`config.mk`:
```
export PLATFORM = sky130hd
export DESIGN_NAME = ram_seq_controller
export DESIGN_NICKNAME = d
export VERILOG_FILES = /design/src/rtl/ram_seq_controller.sv
export SDC_FILE = /design/constraint.sdc
export NUM_CORES = 1
export LEC_CHECK = 0
export ABC_AREA = 1
export CORE_MARGIN = 4
export CORE_UTILIZATION = 53
export DETAILED_ROUTE_END_ITERATION = 6
export PLACE_DENSITY = 0.85
export RECOVER_POWER = 50
export SETUP_SLACK_MARGIN = 0.3
export SLEW_MARGIN = 20
export SYNTH_ARGS = -nofsm -noshare
export SYNTH_HDL_FRONTEND = slang
export SYNTH_SLANG_ARGS = --single-unit
```
`constraint.sdc`:
```
create_clock -name clk -period 2.5 [get_ports clk]
set_input_delay 0.5 -clock clk [delete_from_list [all_inputs] [get_ports clk]]
set_output_delay 0.5 -clock clk [all_outputs]
set_load 0.005 [all_outputs]
```
`src/rtl/ram_seq_controller.sv`:
```
// ram_seq_controller: records 4-bit plays into an nx4 sync RAM and streams them back via valid/ready.
module ram_seq_controller #(
  parameter int N = 256,
  localparam int AW = $clog2(N)
) (
  input  logic          clk,
  input  logic          reset,
  input  logic          clear,
  input  logic          wr_valid,
  input  logic [3:0]    wr_data,
  output logic          wr_ready,
  input  logic          play_start,
  output logic [3:0]    play_data,
  output logic          play_valid,
  input  logic          play_ready,
  output logic          play_done,
  output logic          busy,
  output logic [AW:0]   len,
  output logic          full,
  output logic          ram_we,
  output logic [3:0]    ram_data,
  output logic [AW-1:0] ram_addr,
  input  logic [3:0]    ram_q
);
  typedef enum logic [1:0] {IDLE, FETCH, LATCH, HOLD} state_t;
  state_t state, state_nx;
  logic [AW-1:0] rd_ptr;
  logic last;
  assign full = len == (AW+1)'(N);
  assign busy = state != IDLE;
  assign wr_ready = state == IDLE && !full && !play_start && !clear;
  assign ram_we = wr_valid && wr_ready;
  assign ram_data = wr_data;
  // idle addresses the next free slot so a write needs no extra cycle
  assign ram_addr = busy ? rd_ptr : len[AW-1:0];
  assign last = {1'b0, rd_ptr} == len - (AW+1)'(1);
  always_comb begin
    state_nx = state;
    case (state)
      IDLE:  state_nx = play_start && |len ? FETCH : IDLE;
      FETCH: state_nx = LATCH;
      LATCH: state_nx = HOLD;
      HOLD:  state_nx = play_ready ? (last ? IDLE : FETCH) : HOLD;
      default: state_nx = IDLE;
    endcase
    if (clear) state_nx = IDLE;
  end
  always_ff @(posedge clk or posedge reset)
    if (reset) begin
      state <= IDLE;
      len <= '0;
      rd_ptr <= '0;
      play_valid <= 1'b0;
      play_data <= '0;
      play_done <= 1'b0;
    end else if (clear) begin
      state <= IDLE;
      len <= '0;
      rd_ptr <= '0;
      play_valid <= 1'b0;
      play_done <= 1'b0;
    end else begin
      state <= state_nx;
      play_done <= (state == IDLE && play_start && !(|len)) || (state == HOLD && play_ready && last);
      if (ram_we) len <= len + (AW+1)'(1);
      if (state == IDLE && play_start) rd_ptr <= '0;
      if (state == HOLD && play_ready && !last) rd_ptr <= rd_ptr + AW'(1);
      if (state == LATCH) begin
        play_data <= ram_q;
        play_valid <= 1'b1;
      end
      if (state == HOLD && play_ready) play_valid <= 1'b0;
    end
endmodule

```
==> flow_metrics.tcl, run 1 <==
set metrics [dict create \
    via_per_inst 5.58 \
    clock_latency_ps 330 \
    cp_top_family "buffers and inverters" \
    globalplace.congestion 0.927 \
    grt_use_total_pct 24.5 \
    synth_area_leaders "dfrtp_1 (35%), nand2_1 (14%), nand3_1 (7.3%), xor2_1 (6.4%), inv_1 (5.7%)" \
    ys_types 29 \
    core_area_um2 3150 \
    fin_skew_ps 6.57 \
    crit_cells 6 \
    grt-ovfl-total 0 \
    slew_headroom_pct 9.66 \
    arrival_ps 1690 \
    worstMarginPinSlew_ps 1360 \
    yosysTopAreaCell "dfrtp_1" \
    row_count 20 \
    antenna_left 0 \
    post-route-period-util_pct 87.7 \
    status "complete, no violations" \
    die-area_um2 4380 \
    die_y_um 66.2 \
    root_buffer "clkbuf_4" \
    reg2reg_from "len[0]$_DFFE_PP0P_" \
    port_buffers 36 \
    drc 0 \
    leakagePower_uw 0.00130 \
    cts_sinks 25 \
    setup_viol 0 \
    crit_chain "dlygate4sd3_1, nor4_1, buf_4, nand3_2, inv_2, buf_2" \
    cts_tree "yes" \
    grt_first_pass_wirelength_mm 8.31 \
    start_util_pct 56.9 \
    grt_pass1_vias 1819 \
    htree_num_levels 1 \
    worstHoldPathCells 1 \
    final.setup.worst_slack_ps 308 \
    path_clk_slew_ps 140 \
    maxCapViolCount 0 \
    fin_nets 327 \
    multi_input_area_um2 1050 \
    swShare_pct 31.4 \
    pwr-share-comb_pct 36.3 \
    floorplan.die.width_um 66.2 \
    grt_max_degree 26 \
    critPathLaunch "clear" \
    syn-num-nets 269 \
    netlist_area_um2 1790 \
    p_seq_share_pct 45.3 \
    drive_above_1_share_pct 21.1 \
    initialDrtViolationCount 207 \
    areaGrowthSynthToFinish_pct 35.2 \
    ioPinCount 45 \
    cts_buffers 3 \
    reg2reg_to "rd_ptr[2]$_DFFE_PP0P_" \
    vias 1965 \
    slew_viol_final 0 \
    required_ps 2000 \
    seq_area_um2 631 \
    ir_worst_vdd_mv 0.483 \
    p_switching_uw 324 \
    antenna_found_initial 0 \
    ys_warn_count 0 \
    hold_end "play_data[2]$_DFFE_PP0P_" \
    rr_worst_depth 15 \
    diodes 0 \
    totalWireLength_mm 5.32 \
    crit_slowest_cell "dlygate4sd3_1" \
    start_kind "input pin" \
    placed_area_um2 2230 \
    critPathKind "input pin to output port" \
    end_kind "output port" \
    clkPwrFrac_pct 18.5 \
    fillers 244 \
    whs_ps 513 \
    power_density_nw_per_um2 425 \
    dp_worst_setup_slack_ps -61.7 \
    cp_max_fo 2 \
    ys_seq_area_share_pct 34.9 \
    grt_setup_unrepaired "true" \
    post-dp-hpwl_mm 3.49 \
    p_int_uw 707 \
    worstHoldStart "play_data[2]$_DFFE_PP0P_" \
    syn_avg_cell_area_um2 7.14 \
    hold_buffers 0 \
    wl_per_cell_um 15.1 \
    synth_top_area_share_pct 34.9 \
    fin_crit_ps 2190 \
    clock_path_buffers 2 \
    r2r_setup_slack_ps 420 \
    slowest_delay_ps 560 \
    hold_path_class "flop to flop" \
    final_hold_viol_count 0 \
    firstDrtPassIters 4 \
    syn-instance-count 251 \
    fmax_mhz 456 \
    final_area_um2 2420 \
    fin_tns_setup_ps 0 \
    crit_buf_inv 4 \
    yosys_register_bits 25 \
]
-- per-stage QoR --
step                      std cells  util, %  power, uW
after global placement          331     70.7        791
after global routing            352     76.9       1090
after floorplan                 251        -        636
final                           352     76.9       1030
after CTS                       345     74.4        998
after detailed placement        331     70.7        797
-- sequential cells by signal, summed over array words and instances, names as in the netlist --
signal,count
play_done,1
play_data,4
rd_ptr,8
play_valid,1
state,2
len,9
-- power by group through the flow --
stage | registers [uW] | clock network, uW | logic [uW]
after floorplan | 481 | 0 | 155
after global placement | 475 | 0 | 315
after detailed placement | 479 | 0 | 319
after CTS | 467 | 194 | 338
after global routing | 470 | 209 | 410
final | 467 | 190 | 374
-- worst reg2reg max path, stage by stage (launching register included) --
cell and delay (ps):
dfrtp_1 440, inv_2 100, buf_4 150, ha_2 240, inv_1 80, nand2_2 80
nand2_1 50, nand2_1 60, nand2_1 80, nor2_2 80, nand2_1 100, nor2_4 160
nand3_4 130, nand2_4 130, nand3_1 80, nand2_1 90
-- cells by family after synthesis --
| logic type | synth area share [%] |
|---|---|
| AND/OR/NAND/NOR | 36.1 |
| buffers and inverters | 9.70 |
| flip-flops | 34.9 |
| AO/OA/AOI/OAI | 6.70 |
| XOR/XNOR | 7.33 |
| multiplexers | 2.51 |
| adder cells (fa/ha/maj) | 2.79 |
-- cells in the mapped netlist --
master	count
nand2_4	1
nor4_2	1
o21ai_0	16
buf_2	3
dfrtp_1	25
mux2_2	4
nand2_1	65
nor2_4	1
clkbuf_1	3
a22oi_1	1
buf_4	4
nor4_1	1
inv_1	27
ha_1	4
inv_2	3
o22ai_1	2
xnor2_1	2
nor3_1	3
nand4_1	12
nor2_1	22
a21oi_1	3
nand3_2	1
clkbuf_2	1
nand2_2	2
o21ai_1	1
nand3_1	26
nor2_2	3
nand3_4	1
xor2_1	13
-- metal layers --
metal	vias up	global-route usage (%)	routed length, um
li1	930	-	-
met1	912	31.3	2120
met2	113	40.5	2620
met3	10	5.27	493
met4	0	8.88	91
met5	-	0	0
-- worst max-delay path by stage --
stage,endpoint
finish,ram_we
global route,ram_we
CTS,ram_addr[4]
detailed placement,ram_we
global placement,ram_we
floorplan,ram_we
-- final cells by class --
| type | count | area share, % |
|---|---|---|
| repair buffers | 63 | 22.6 |
| inverters | 30 | 4.65 |
| clock buffers | 4 | 1.08 |
| flip-flops and latches | 25 | 26.0 |
| multi-input cells | 186 | 43.4 |
| well taps | 44 | 2.27 |
-- cell usage in the layout, fill, tap and decap left out, types with 5 or more instances in the layout --
| cell | instances |
|---|---|
| nand2_1 | 63 |
| nand3_1 | 26 |
| buf_4 | 24 |
| inv_1 | 22 |
| dfrtp_1 | 21 |
| nor2_1 | 20 |
| clkdlybuf4s50_1 | 18 |
| o21ai_0 | 14 |
| xor2_1 | 13 |
| nand4_1 | 12 |
| inv_2 | 8 |
| dlygate4sd3_1 | 6 |
| dlygate4sd2_1 | 5 |
-- what timing repair did --
| item | CTS | global route |
|---|---|---|
| setup buffers | 10 | 6 |
| gates resized for setup | 25 | 18 |
| pin swaps | 7 | 4 |
| setup endpoints to repair | 11 | 15 |
| cloned | 0 | 1 |
(Power assumes the default switching activity.)
==> inputs of run 2 (changes only) <==
--- a/config.mk
+++ b/config.mk
@@ -7,9 +7,10 @@
 export LEC_CHECK = 0
 export ABC_AREA = 1
 export CORE_MARGIN = 4
-export CORE_UTILIZATION = 53
+export CORE_UTILIZATION = 54
+export CTS_BUF_LIST = sky130_fd_sc_hd__clkbuf_8
 export DETAILED_ROUTE_END_ITERATION = 6
-export PLACE_DENSITY = 0.85
+export PLACE_DENSITY = 0.87
 export RECOVER_POWER = 50
 export SETUP_SLACK_MARGIN = 0.3
 export SLEW_MARGIN = 20
==> flow_metrics.tcl, run 2 (synthesis results as in run 1) <==
set metrics [dict create \
    start_util_pct 57.8 \
    grt_pass1_vias 1963 \
    firstDrtPassIters 6 \
    use_met3_pct 4.10 \
    grt_max_degree 26 \
    cts_sinks 25 \
    clock_path_buffers 2 \
    root_buffer "clkbuf_8" \
    slowest_delay_ps 450 \
    die_y_um 65.6 \
    diodes 0 \
    drive_above_1_share_pct 22.7 \
    core_area_um2 3100 \
    path_clk_slew_ps 90 \
    port_buffers 36 \
    htree_num_levels 1 \
    grt_setup_unrepaired "true" \
    setup_viol 0 \
    maxCapViolCount 0 \
    critPathKind "flop to output port" \
    grt-ovfl-total 0 \
    die-area_um2 4310 \
    busiest_layer "met2" \
    end_kind "output port" \
    power_uw 1080 \
    floorplan.die.width_um 65.6 \
    top_regs "len (9), rd_ptr (8), play_data (4)" \
    power_density_nw_per_um2 428 \
    regMostFlops "len" \
    antenna_left 0 \
    slew_headroom_pct 8.36 \
    drc 0 \
    totalWireLength_mm 5.91 \
    final_hold_viol_count 0 \
    crit_slowest_cell "dfrtp_2" \
    layout_commonest_cell "nand2_1" \
    globalplace.congestion 0.896 \
    worstMarginPinSlew_ps 1370 \
    fin_crit_ps 2180 \
    fin_nets 332 \
    hold_path_class "flop to flop" \
    row_count 20 \
    rr_worst_depth 13 \
    mostFrequentLayoutCells "nand2_1 (62), nand3_1 (26), buf_4 (25)" \
    utilization_pct 81.5 \
    grt_first_pass_wirelength_mm 8.98 \
    largest_reg_flops 9 \
    crit_buf_inv 5 \
    cp_max_fo 4 \
    slew_viol_final 0 \
    crit_top_cell "buf_4" \
    grt_use_total_pct 26.6 \
    post-route-period-util_pct 87.3 \
    fillers 213 \
    initialDrtViolationCount 253 \
    arrival_ps 1680 \
    seq_area_um2 632 \
    fmax_mhz 458 \
    required_ps 2000 \
    crit_chain "buf_12, nor4_4, buf_4, buf_4, nand3_4, inv_2, clkbuf_2" \
    use_met1_pct 34.5 \
    ir_worst_vdd_mv 0.374 \
    ioPinCount 45 \
    cts_tree "yes" \
    worstHoldPathCells 1 \
    cp_top_family "buffers and inverters" \
    met2_usage_pct 43.8 \
    wl_per_cell_um 16.5 \
    antenna_found_initial 0 \
    leakagePower_uw 0.00135 \
    cts_buffers 3 \
    vias 2091 \
    areaGrowthSynthToFinish_pct 41.0 \
    via_per_inst 5.86 \
    clock_latency_ps 270 \
    start_kind "flop" \
    multi_input_area_um2 1080 \
    status "complete, no violations" \
    crit_cells 7 \
    fin_skew_ps 3.75 \
    post-dp-hpwl_mm 3.62 \
]
run 2: cell count changes in the layout (fill, tap and decap cells not counted), sizes merged:
cell          change
clkbuf            +2
dlymetal6s2s      +2
buf               +2
dlygate4sd2       -2
inv               +1
run 2: worst register-to-register path: cells and delay by family (launching register included):
| kind | cells | cell delay, ps |
|---|---|---|
| adders and majority gates | 1 | 240 |
| buffers and inverters | 3 | 350 |
| DFF | 1 | 400 |
| and+or+nand+nor | 9 | 1080 |
run 2: per-stage QoR:
step | TNS, ps | hold slack, ps | area, um^2 | setup WS (ps) | std cells
global placement | 0 | 488 | 2240 | 2.13 | 332
finish | 0 | 505 | 2530 | 318 | 357
detailed placement | -204 | 491 | 2240 | -134 | 332
CTS | 0 | 513 | 2420 | 219 | 352
floorplan | 0 | 492 | 1790 | 668 | 251
global route | 0 | 530 | 2530 | 202 | 357
run 2: metal layers:
metal,vias up,share of wire (%),routed length [um]
met4,0,3.9,229
met1,956,38,2250
li1,937,-,-
met3,35,9.8,576
met5,-,0,0
met2,163,48,2860
run 2: final cells by class:
type                       instances  share of cell area (%)
multi-input combinational        186                    42.6
sequential                        25                    25.0
timing repair buffer              68                    24.0
inverter                          30                    4.46
tap                               44                    2.18
clock buffer                       3                    1.63
clock inverter                     1                   0.149
run 2: worst paths after layout:
path | start | endpoint | slack, ps
setup / recovery | state[1]$_DFF_PP0_ | ram_we | 320
hold / removal | play_data[3]$_DFFE_PP0P_ | play_data[3]$_DFFE_PP0P_ | 500
setup reg to reg | len[0]$_DFFE_PP0P_ | rd_ptr[0]$_DFFE_PP0P_ | 390
hold reg to reg | play_data[3]$_DFFE_PP0P_ | play_data[3]$_DFFE_PP0P_ | 500
max in group asynchronous | reset | state[1]$_DFF_PP0_ | 570
min in group asynchronous | reset | play_data[0]$_DFFE_PP0P_ | 1020
run 2: power breakdown:
part           switching [uW]  total, uW  internal, uW
sequential               25.1        472           447
clock                     131        241           110
combinational             186        369           183
run 2: repair_timing:
item,in CTS,in global routing
pin swaps,5,5
resized for setup,19,27
setup buffers,16,4
gates cloned,0,1
hold buffers,0,0
setup endpoints to repair,11,17
==> inputs of run 3 (changes only) <==
--- a/config.mk
+++ b/config.mk
@@ -12,8 +12,7 @@
 export DETAILED_ROUTE_END_ITERATION = 6
 export PLACE_DENSITY = 0.87
 export RECOVER_POWER = 50
-export SETUP_SLACK_MARGIN = 0.3
-export SLEW_MARGIN = 20
+export SLEW_MARGIN = 10
 export SYNTH_ARGS = -nofsm -noshare
 export SYNTH_HDL_FRONTEND = slang
 export SYNTH_SLANG_ARGS = --single-unit
==> flow_metrics.tcl, run 3 (synthesis results as in run 1) <==
set metrics [dict create \
    die_y_um 65.6 \
    hold_buffers 0 \
    antenna_found_initial 0 \
    post-route-period-util_pct 96.6 \
    vias 1880 \
    regMostFlops "len" \
    final_hold_viol_count 0 \
    start_util_pct 57.8 \
    totalWireLength_mm 4.97 \
    fin_tns_setup_ps 0 \
    worstMarginPinSlew_ps 1380 \
    clock_latency_ps 270 \
    areaGrowthSynthToFinish_pct 30.0 \
    grt-ovfl-total 0 \
    arrival_ps 1910 \
    critPathKind "flop to output port" \
    ioPinCount 45 \
    cts_buffers 3 \
    status "complete, no violations" \
    htree_num_levels 1 \
    cts_tree "yes" \
    floorplan.die.width_um 65.6 \
    whs_ps 506 \
    grt_first_pass_wirelength_mm 8.38 \
    diodes 0 \
    post-dp-hpwl_mm 3.62 \
    grt_max_degree 26 \
    initialDrtViolationCount 251 \
    rr_worst_depth 13 \
    root_buffer "clkbuf_8" \
    start_kind "flop" \
    firstDrtPassIters 5 \
    ir_worst_vdd_mv 0.359 \
    drive_above_1_share_pct 13.8 \
    slew_headroom_pct 8.21 \
    maxCapViolCount 0 \
    fin_nets 317 \
    fin_skew_ps 7.58 \
    setup_viol 0 \
    grt_use_total_pct 24.6 \
    wl_per_cell_um 14.5 \
    leakagePower_uw 0.00118 \
    port_buffers 36 \
    clock_path_buffers 2 \
    cp_max_fo 4 \
    globalplace.congestion 0.896 \
    mostFrequentLayoutCells "nand2_1 (65), inv_1 (27), nand3_1 (26), clkdlybuf4s50_1 (26), dfrtp_1 (23)" \
    end_kind "output port" \
    required_ps 2000 \
    utilization_pct 75.1 \
    die-area_um2 4310 \
    grt_pass1_vias 1804 \
    antenna_left 0 \
    largest_reg_flops 9 \
    layout_commonest_cell "nand2_1" \
    fillers 253 \
    worstHoldPathCells 1 \
    cts_sinks 25 \
    top_regs "len (9), rd_ptr (8), play_data (4)" \
    path_clk_slew_ps 90 \
    hold_path_class "flop to flop" \
    fmax_mhz 414 \
    power_density_nw_per_um2 440 \
    fin_crit_ps 2410 \
    via_per_inst 5.50 \
    slew_viol_final 0 \
    core_area_um2 3100 \
    row_count 20 \
    drc 0 \
]
## run 3: metrics by stage
| step | cells | total power (uW) | instance area, um^2 | setup slack, ps |
|---|---|---|---|---|
| floorplan | 251 | 636 | 1790 | 668 |
| global placement | 332 | 791 | 2240 | 2.13 |
| detailed placement | 332 | 799 | 2240 | -134 |
| CTS | 337 | 1040 | 2290 | 0.693 |
| global route | 342 | 1100 | 2330 | -45.9 |
| finish | 342 | 1030 | 2330 | 85.3 |
## run 3: final timing paths
check                                    startpoint                        to  slack [ps]
max                              len[1]$_DFFE_PP0P_                  wr_ready          90
min                        play_data[3]$_DFFE_PP0P_  play_data[3]$_DFFE_PP0P_         510
max reg2reg                      len[0]$_DFFE_PP0P_     rd_ptr[7]$_DFFE_PP0P_         440
min reg2reg                play_data[3]$_DFFE_PP0P_  play_data[3]$_DFFE_PP0P_         510
max in group asynchronous                     reset        len[6]$_DFFE_PP0P_         400
min in group asynchronous                     reset  play_data[0]$_DFFE_PP0P_        1200
## run 3: routing by layer
layer | global-route usage [%] | up-vias | share of wire [%]
met2 | 39.3 | 101 | 48
li1 | - | 903 | -
met5 | 0 | - | 0
met1 | 33.3 | 863 | 41
met4 | 8.55 | 0 | 1.7
met3 | 4.44 | 13 | 8.8
## run 3: repair_timing
| action | in CTS | in global routing |
|---|---|---|
| resized for setup | 3 | 6 |
| endpoints found under the setup margin | 3 | 3 |
| pin swaps | 2 | 2 |
| buffers inserted | 1 | 5 |
## run 3: area by class of cell
class | instances | area, um^2 | share of cell area [%]
clock buffers | 3 | 41.3 | 1.77
repair buffers | 54 | 485 | 20.8
clock inverters | 1 | 3.75 | 0.161
well taps | 44 | 55.1 | 2.36
multi-input cells | 185 | 1000 | 43.1
flip-flops and latches | 25 | 628 | 26.9
inverters | 30 | 113 | 4.83
## run 3: worst max-delay path, cell delays in order (launching register included)
cell and delay (ps):
dfrtp_1 400, inv_2 100, ha_1 150, inv_1 50, nor4_2 240, nand2_1 140, nand2_1 90, inv_1 40
clkdlybuf4s50_1 440
## run 3: power by group
part / internal (uW) / switching, uW / leakage [uW] / total [uW]
clock: 110 / 125 / 0.0000269 / 235
combinational: 161 / 160 / 0.000821 / 320
sequential: 446 / 25.1 / 0.000336 / 471
